## config.mk

```make
export PLATFORM = sky130hd
export DESIGN_NAME = mux4_rr_arbiter
export DESIGN_NICKNAME = d
export VERILOG_FILES = /design/src/rtl/mux4_rr_arbiter.sv
export SDC_FILE = /design/constraint.sdc
export NUM_CORES = 1
export LEC_CHECK = 0
export BUFFER_PORTS_ARGS = -buffer_cell sky130_fd_sc_hd__buf_2
export CAP_MARGIN = 25
export CORE_MARGIN = 5
export CORE_UTILIZATION = 40
export DETAILED_ROUTE_END_ITERATION = 10
export RECOVER_POWER = 100
export SYNTH_ARGS = -nofsm -noshare
export SYNTH_HDL_FRONTEND = slang
export SYNTH_SLANG_ARGS = --single-unit
```

## constraint.sdc

```tcl
create_clock -name clk -period 2.6 [get_ports clk]
set_input_delay 0 -clock clk [delete_from_list [all_inputs] [get_ports clk]]
set_output_delay 0 -clock clk [all_outputs]
set_load 0.02 [all_outputs]
```

## src/rtl/mux4_rr_arbiter.sv

```systemverilog
// Round-robin arbiter/sequencer for the shared 4:1 mux: select lines, one-hot grants, hold limit, registered output bit.
// Optional build macro MUX4_ARB_PRIO0_EN makes requester 0 a high-priority requester that is exempt from the hold limit.
//
// state | meaning
// ------+--------------------------------------------------------------
// IDLE  | no grant outstanding; gnt=0 and the selects keep their last value
// GRANT | one requester owns the mux; the hold counter tracks its tenure

module mux4_rr_arbiter #(
    parameter int MAX_HOLD = 4,
    parameter int CNT_W    = 3
) (
    input  logic       clk,
    input  logic       rst_n,
    input  logic [3:0] req,
    input  logic [3:0] din,
    output logic [3:0] gnt,
    output logic       s1,
    output logic       s0,
    output logic       y_q,
    output logic       y_vld,
    output logic       busy
);

    typedef enum logic {
        IDLE  = 1'b0,
        GRANT = 1'b1
    } state_t;

    localparam logic [CNT_W-1:0] CNT_MAX = CNT_W'(MAX_HOLD);
    localparam logic [CNT_W-1:0] CNT_ONE = CNT_W'(1);

    state_t           state;
    state_t           state_nxt;
    logic [3:0]       gnt_nxt;
    logic [1:0]       sel;
    logic [1:0]       sel_nxt;
    logic [1:0]       ptr;
    logic [1:0]       ptr_nxt;
    logic [CNT_W-1:0] cnt;
    logic [CNT_W-1:0] cnt_nxt;

    logic [1:0]       rr_idx;
    logic             rr_found;
    logic [1:0]       scan;
    logic [1:0]       win_idx;
    logic [3:0]       win_onehot;
    logic [3:0]       cur_mask;
    logic             others;
    logic             hold_exp;

    // Round-robin search starting just above the last granted requester;
    // the current owner is visited last, so it only wins when alone.
    always_comb begin
        rr_found = 1'b0;
        rr_idx   = ptr;
        scan     = ptr;
        for (int i = 1; i <= 4; i++) begin
            scan = ptr + 2'(i);
            if (!rr_found && req[scan]) begin
                rr_found = 1'b1;
                rr_idx   = scan;
            end
        end
    end

`ifdef MUX4_ARB_PRIO0_EN
    always_comb begin
        win_idx = req[0] ? 2'd0 : rr_idx;
    end
    // Requester 0 never runs out of tenure.
    assign hold_exp = (cnt == CNT_MAX) && (ptr != 2'd0);
`else
    always_comb begin
        win_idx = rr_idx;
    end
    assign hold_exp = (cnt == CNT_MAX);
`endif

    assign win_onehot = 4'b0001 << win_idx;
    assign cur_mask   = 4'b0001 << ptr;
    assign others     = |(req & ~cur_mask);

    always_ff @(posedge clk or negedge rst_n) begin
        if (!rst_n) begin
            state <= IDLE;
            gnt   <= 4'b0000;
            sel   <= 2'b00;
            ptr   <= 2'd3;
            cnt   <= '0;
        end else begin
            state <= state_nxt;
            gnt   <= gnt_nxt;
            sel   <= sel_nxt;
            ptr   <= ptr_nxt;
            cnt   <= cnt_nxt;
        end
    end

    always_comb begin
        state_nxt = state;
        gnt_nxt   = gnt;
        sel_nxt   = sel;
        ptr_nxt   = ptr;
        cnt_nxt   = cnt;
        unique case (state)
            IDLE: begin
                gnt_nxt = 4'b0000;
                if (|req) begin
                    state_nxt = GRANT;
                    gnt_nxt   = win_onehot;
                    sel_nxt   = win_idx;
                    ptr_nxt   = win_idx;
                    cnt_nxt   = CNT_ONE;
                end
            end
            GRANT: begin
                if (!req[ptr]) begin
                    if (others) begin
                        // Direct handover, no idle bubble between owners.
                        gnt_nxt = win_onehot;
                        sel_nxt = win_idx;
                        ptr_nxt = win_idx;
                        cnt_nxt = CNT_ONE;
                    end else begin
                        state_nxt = IDLE;
                        gnt_nxt   = 4'b0000;
                        cnt_nxt   = '0;
                    end
                end else if (hold_exp && others) begin
                    gnt_nxt = win_onehot;
                    sel_nxt = win_idx;
                    ptr_nxt = win_idx;
                    cnt_nxt = CNT_ONE;
                end else if (cnt != CNT_MAX) begin
                    cnt_nxt = cnt + CNT_ONE;
                end
            end
            default: begin
                state_nxt = IDLE;
                gnt_nxt   = 4'b0000;
            end
        endcase
    end

    // Output stage samples the mux through the already-registered selects.
    always_ff @(posedge clk or negedge rst_n) begin
        if (!rst_n) begin
            y_q   <= 1'b0;
            y_vld <= 1'b0;
        end else begin
            y_vld <= |gnt;
            if (|gnt) begin
                y_q <= din[sel];
            end
        end
    end

    assign s1   = sel[1];
    assign s0   = sel[0];
    assign busy = (state == GRANT);

endmodule
```

Word level (Yosys, flattened, before mapping)
Index checks and enable logic that the tools add are counted.
Widths: inputs -> output; s select.
{"block": "totals", "reg_bits": 14, "in_bits": 10, "word_cells": 76}
{"block": "op_classes", "add_sub_neg": 4, "order_cmp": 5, "eq_ne": 6, "n_shift": 2, "mux": 37, "bitwise": 3, "reduce_logical": 12}
{"cell": "$mux 2", "n": 8}
{"cell": "$mux 4", "n": 4}
{"cell": "$lt 2x3->1 const B", "n": 5}
{"cell": "$mux 1", "n": 12}
{"cell": "$mux 3", "n": 4}
{"cell": "$reduce_or 4->1", "n": 3}
{"cell": "$bmux 1 s2", "n": 5}
{"cell": "$pmux 4 s2", "n": 1}
{"cell": "$shl 1x2->4 const A", "n": 2}
{"cell": "$pmux 3 s2", "n": 1}
{"cell": "$add 2x2->2 const B", "n": 2}
{"cell": "$and 4x4->4", "n": 1}
{"cell": "$logic_and 1x1->1", "n": 4}
{"cell": "$ne 4x2->1 const B", "n": 1}
{"cell": "$not 4->4", "n": 1}
{"cell": "$pmux 2 s2", "n": 1}
{"cell": "$add 3x1->3 const B", "n": 1}
{"cell": "$eq 3x3->1 const B", "n": 1}
{"cell": "$logic_not 1->1", "n": 3}
{"cell": "$ne 3x1->1 const B", "n": 1}
{"cell": "$ne 3x2->1 const B", "n": 1}
{"cell": "$ne 3x3->1 const B", "n": 1}
{"cell": "$reduce_and 3->1", "n": 1}
{"cell": "$add 2x1->2 const B", "n": 1}
{"cell": "4 further kinds", "n": 4}

Depth between registers and ports, before layout
{"block": "depth", "word_depth": 17, "ltp_mapped": 9}

Least setup slack after synthesis
OpenSTA, ideal clock, no wires.
{"block": "synth_timing", "path_kind": "reg-to-reg", "from": "reg ptr[0]", "to": "reg sel[1]", "setup_time_ns": 0.125, "t_arrival_ns": 2.260, "t_required_ns": 2.475, "slack_ns": 0.215, "stages_incl_launch_ff": 9, "synth_period_minus_slack_ns": 2.385, "path_cell_list": "dfstp_2 -> buf_6 -> inv_1 -> ha_1 -> mux4_1 -> or2_1 -> a21oi_1 -> o32ai_2 -> mux2_2"}
{"block": "synth_between", "elab_chain_cells": 16}
{"element": "start: declaration", "line": "38", "rtl": "logic [1:0] ptr;"}
{"element": "start signal: assignment", "line": "95", "rtl": "ptr <= ptr_nxt;"}
{"element": "$add 2x1->2", "line": "59", "rtl": "scan = ptr + 2'(i);"}
{"element": "$bmux 1 s2", "line": "60", "rtl": "if (!rr_found && req[scan]) begin"}
{"element": "$mux 1 (not written as such)", "line": "60"}
{"element": "$mux 1", "line": "60"}
{"element": "$logic_not 1->1", "line": "60"}
{"element": "$logic_and 1x1->1", "line": "60"}
{"element": "$mux 1", "line": "60"}
{"element": "$logic_not 1->1", "line": "60"}
{"element": "$logic_and 1x1->1", "line": "60"}
{"element": "$mux 1", "line": "60"}
{"element": "$logic_not 1->1", "line": "60"}
{"element": "$logic_and 1x1->1", "line": "60"}
{"element": "$mux 2", "line": "60"}
{"element": "$mux 2, on equally long branches", "line": "119, 130"}
{"element": "$mux 2", "line": "118", "rtl": "if (!req[ptr]) begin"}
{"element": "$pmux 2 s2", "line": "106", "rtl": "unique case (state)"}
{"element": "end signal: assignment", "line": "94", "rtl": "sel <= sel_nxt;"}
{"element": "end: declaration", "line": "36", "rtl": "logic [1:0] sel;"}
Several ways; a longest one is shown, not always the timed one. The select of a mux whose other input is x is not followed.
A chain may end at the register's enable or synchronous reset.

Worst setup path after layout
{"block": "layout_timing", "from": "reg ptr[0]", "to": "reg ptr[1]"}
{"block": "layout_between", "elab_chain_cells": 16}
{"element": "$add 2x1->2", "line": "59"}
{"element": "$bmux 1 s2", "line": "60"}
{"element": "$mux 1 (not written as such)", "line": "60"}
{"element": "$mux 1", "line": "60"}
{"element": "$logic_not 1->1", "line": "60"}
{"element": "$logic_and 1x1->1", "line": "60"}
{"element": "$mux 1", "line": "60"}
{"element": "$logic_not 1->1", "line": "60"}
{"element": "$logic_and 1x1->1", "line": "60"}
{"element": "$mux 1", "line": "60"}
{"element": "$logic_not 1->1", "line": "60"}
{"element": "$logic_and 1x1->1", "line": "60"}
{"element": "$mux 2", "line": "60"}
{"element": "$mux 2, on equally long branches", "line": "119, 130"}
{"element": "$mux 2", "line": "118"}
{"element": "$pmux 2 s2", "line": "106"}
Several ways; a longest one is shown, not always the timed one. The select of a mux whose other input is x is not followed.

==> impl_results.md <==
- Htree depth: 1
- Ys async rst share: 1.00
- Antenna-violating nets left: 0
- Synth Area in XOR/XNOR: 0.0170
- Worst Hold Path Cells: 3
- Adder-cell share of the synthesized area: 0.0728
- Commonest non-fill, non-tap cell in the layout: dfrtp_1
- Switching pwr: approximately 0.73 mW
- Vias in the first global route: around 790
- Gr usage total: 0.130
- Number of cell rows: 18
- Clock Sink Count: 14
- Proportion of layout cells with a drive suffix above 1: 0.237
- Root Driver: clkbuf_4
- Num ports: 19
- Fin nets: ~140
- Finished Cell Area: ~1200 um2
- Fin crit share: 0.922
- # fillers: between 200 and 250
- # Post-CTS Setup Buffers: 0
- Fmax: 0.417 GHz
- Post-synth EDFFs: 0
- Routed WL: between 2000 and 2500 um
- Buffers & Inverters on Critical Path: 1
- Die span in y: between 60 and 70 um
- Max-slew headroom: 0.490
- Reg2Reg Setup Slack: around 0.20 ns
- Post-synthesis area per instance: around 11 um2
- Clock skew: ~0.0073 ns
- Clk pin slew, worst setup/hold paths: around 0.090 ns
- Post-synthesis cell count: between 90 and 100
- Worst slew pin tran: 0.765 ns
- Multi-input logic area: ~630 um2
- Clock Latency Late Sink: between 0.2 and 0.3 ns
- Fin. Hold Viols: 0
- Post-synthesis mux area share: 0.200
- Pin count of the biggest net entering global routing: 15
- Top cells by area, synth: dfrtp_1 (29%), ha_1 (7.3%), mux4_2 (6.6%)
- Hpwl dp: roughly 1700 um
- Total gr overflow: 0
- Worst hold path type: in -> reg
- Crit path launch type: flop
- Initial antenna violation count: 0
- Post-Place Cells: 143
- Fin crit period: about 2.4 ns
- Pleak: a little over 0.5 nW
- Routed via count: slightly above 800
- Total Power: roughly 1.6 mW
- Clk network pwr share: 0.096
- Post-route insts no fill: 148
- CTS tree: done
- Placed Area: 1170 um2
- CP Capture Point: ptr[1]
- Netlist Area Pre-Place: just over 1000 um2
- Ant diodes: 0
- Simple-Gate Fraction of Synth Area: 0.160
- Slowest CP cell: dfstp_2
- CP delay by family, top: multiplexers
- DR WL/cell: 14.1 um
- Post-synth top area cell: dfrtp_1
- Buffer depth of the longest clock path: 2
- Most frequent cells in the layout: dfrtp_1 (12), clkbuf_1 (11), buf_2 (8)
- Worst path cell trace: inv_1 > ha_1 > mux4_1 > or2_0 > o32ai_2 > mux2_2
- Internal: 0.897 mW
- Slew Viols, Final: 0
- Slowest stage delay, CP: approximately 0.53 ns
- Combinational share of power: 0.656
- Routed vias/inst: about 5.6
- Stages on worst setup path: 6
- Top_reg_cell synth: dfrtp_1
- Chip Width: 60.8 um
- First-iteration detailed-routing DRC count: 29
- Final GP Congestion: 0.852
- PwrDens: 1350 nW/um2
- Final core occ: 0.484
- Synthesized Nets: 110
- Port Buffer Count: 18
- Resize count post-CTS: 0
- Crit. Startpoint: ptr[0]
- Pre-CTS setup slack: 0.233 ns
- Core area: between 2000 and 2500 um2
- First-pass GRT wire length: 3600 um
- Reg2Reg Depth: 6
- Switch share: 0.447
- Maximum VDD drop: ~0.0012 V
- Final hold slack: around 0.18 ns
- Reg-to-Reg Start: ptr[0]
- DRC viols: 0
- Post-synth cell types: 37
- WP data arrival: around 2.6 ns
- CTS Buf Count: 3
- Sequential Power Share: 0.249
- Register area share after synthesis: 0.342
- Crit. End Element: flop
- RSZ-0062 raised after global routing: false
- Sequential cell area: about 350 um2
- Initial core utilization: 0.416
- Area grow syn2layout: 16.3%
- Crit path kind: reg -> reg
- Share of the synthesized area in the top cell type: 0.291
- Yosys Warn Count: 0
- Die Footprint: around 3700 um2
- # hold bufs at CTS: 1
- Post-synthesis compound-gate area fraction: 0.163
- Max-cap violations: 0
- Seq cells post-synth: 14
- Crit-path max FO: 6
- Setup TNS: 0 ns
- Setup ws final: 0.204 ns
- Data required, critical path: around 2.8 ns
- Worst flop-to-flop path endpoint: ptr[1]
- Main combinational cell family by area after synthesis: multiplexers
- Setup-failing EPs final: 0
- DR pass1 iterations: 4
- Status: completed
==> worst reg2reg max path: cells and delay by family (launching register included) <==
kind | cells | cell delay, ns
multiplexers | 2 | 0.61
flip-flops | 1 | 0.53
AO/OA/AOI/OAI | 1 | 0.44
adder cells (fa/ha/maj) | 1 | 0.39
AND/OR/NAND/NOR | 1 | 0.28
buffers and inverters | 1 | 0.09
==> power groups by stage <==
stage,sequential (mW),combinational (mW),clock (mW)
final,0.403,1.06,0.155
after global routing,0.418,1.19,0.173
after CTS,0.402,1.09,0.161
after detailed placement,0.407,1.09,0
after global placement,0.403,1.07,0
after floorplan,0.480,0.768,0
==> per-layer routing <==
layer	track usage	share of wire	vias up
met1	0.176	0.47	405
li1	-	-	404
met2	0.202	0.48	14
met3	0.0340	0.034	2
met4	0.0433	0.010	0
met5	0	0	-
==> cell families after synthesis <==
logic type | Yosys count
flops | 14
xor+xnor | 2
mux | 13
simple gates | 31
compound gates | 18
fa+ha+maj | 6
buf+inv | 10
==> worst min path at each step <==
stage / to / startpoint / slack (ns)
after floorplan: busy / rst_n / -0.30
after CTS: cnt[2] / rst_n / 0.14
after detailed placement: cnt[1] / rst_n / -0.09
final: y_q / din[0] / 0.18
after global routing: y_q / din[0] / 0.19
after global placement: cnt[1] / rst_n / -0.09
==> layout make-up <==
cell class | instances | share of cell area
clock buffers | 4 | 0.0303
inverters | 7 | 0.0219
multi-input cells | 70 | 0.527
flip-flops and latches | 14 | 0.294
well taps | 30 | 0.0313
repair buffers | 23 | 0.0950
==> synth_stat cells (3+ instances only) <==
library cell and n:
a21oi_1 4, mux2i_1 3, mux2_2 5, inv_1 7, dfrtp_1 12, ha_1 6, nand2_1 7, nor2b_1 4
nor2_1 6, and2_1 3, mux4_2 3
==> flip-flops by register name (all words and copies together) (netlist names) <==
register,flops
gnt,4
cnt,3
ptr,2
sel,2
busy,1
y_q,1
y_vld,1
Note: power is estimated with default switching activity, not from simulation.
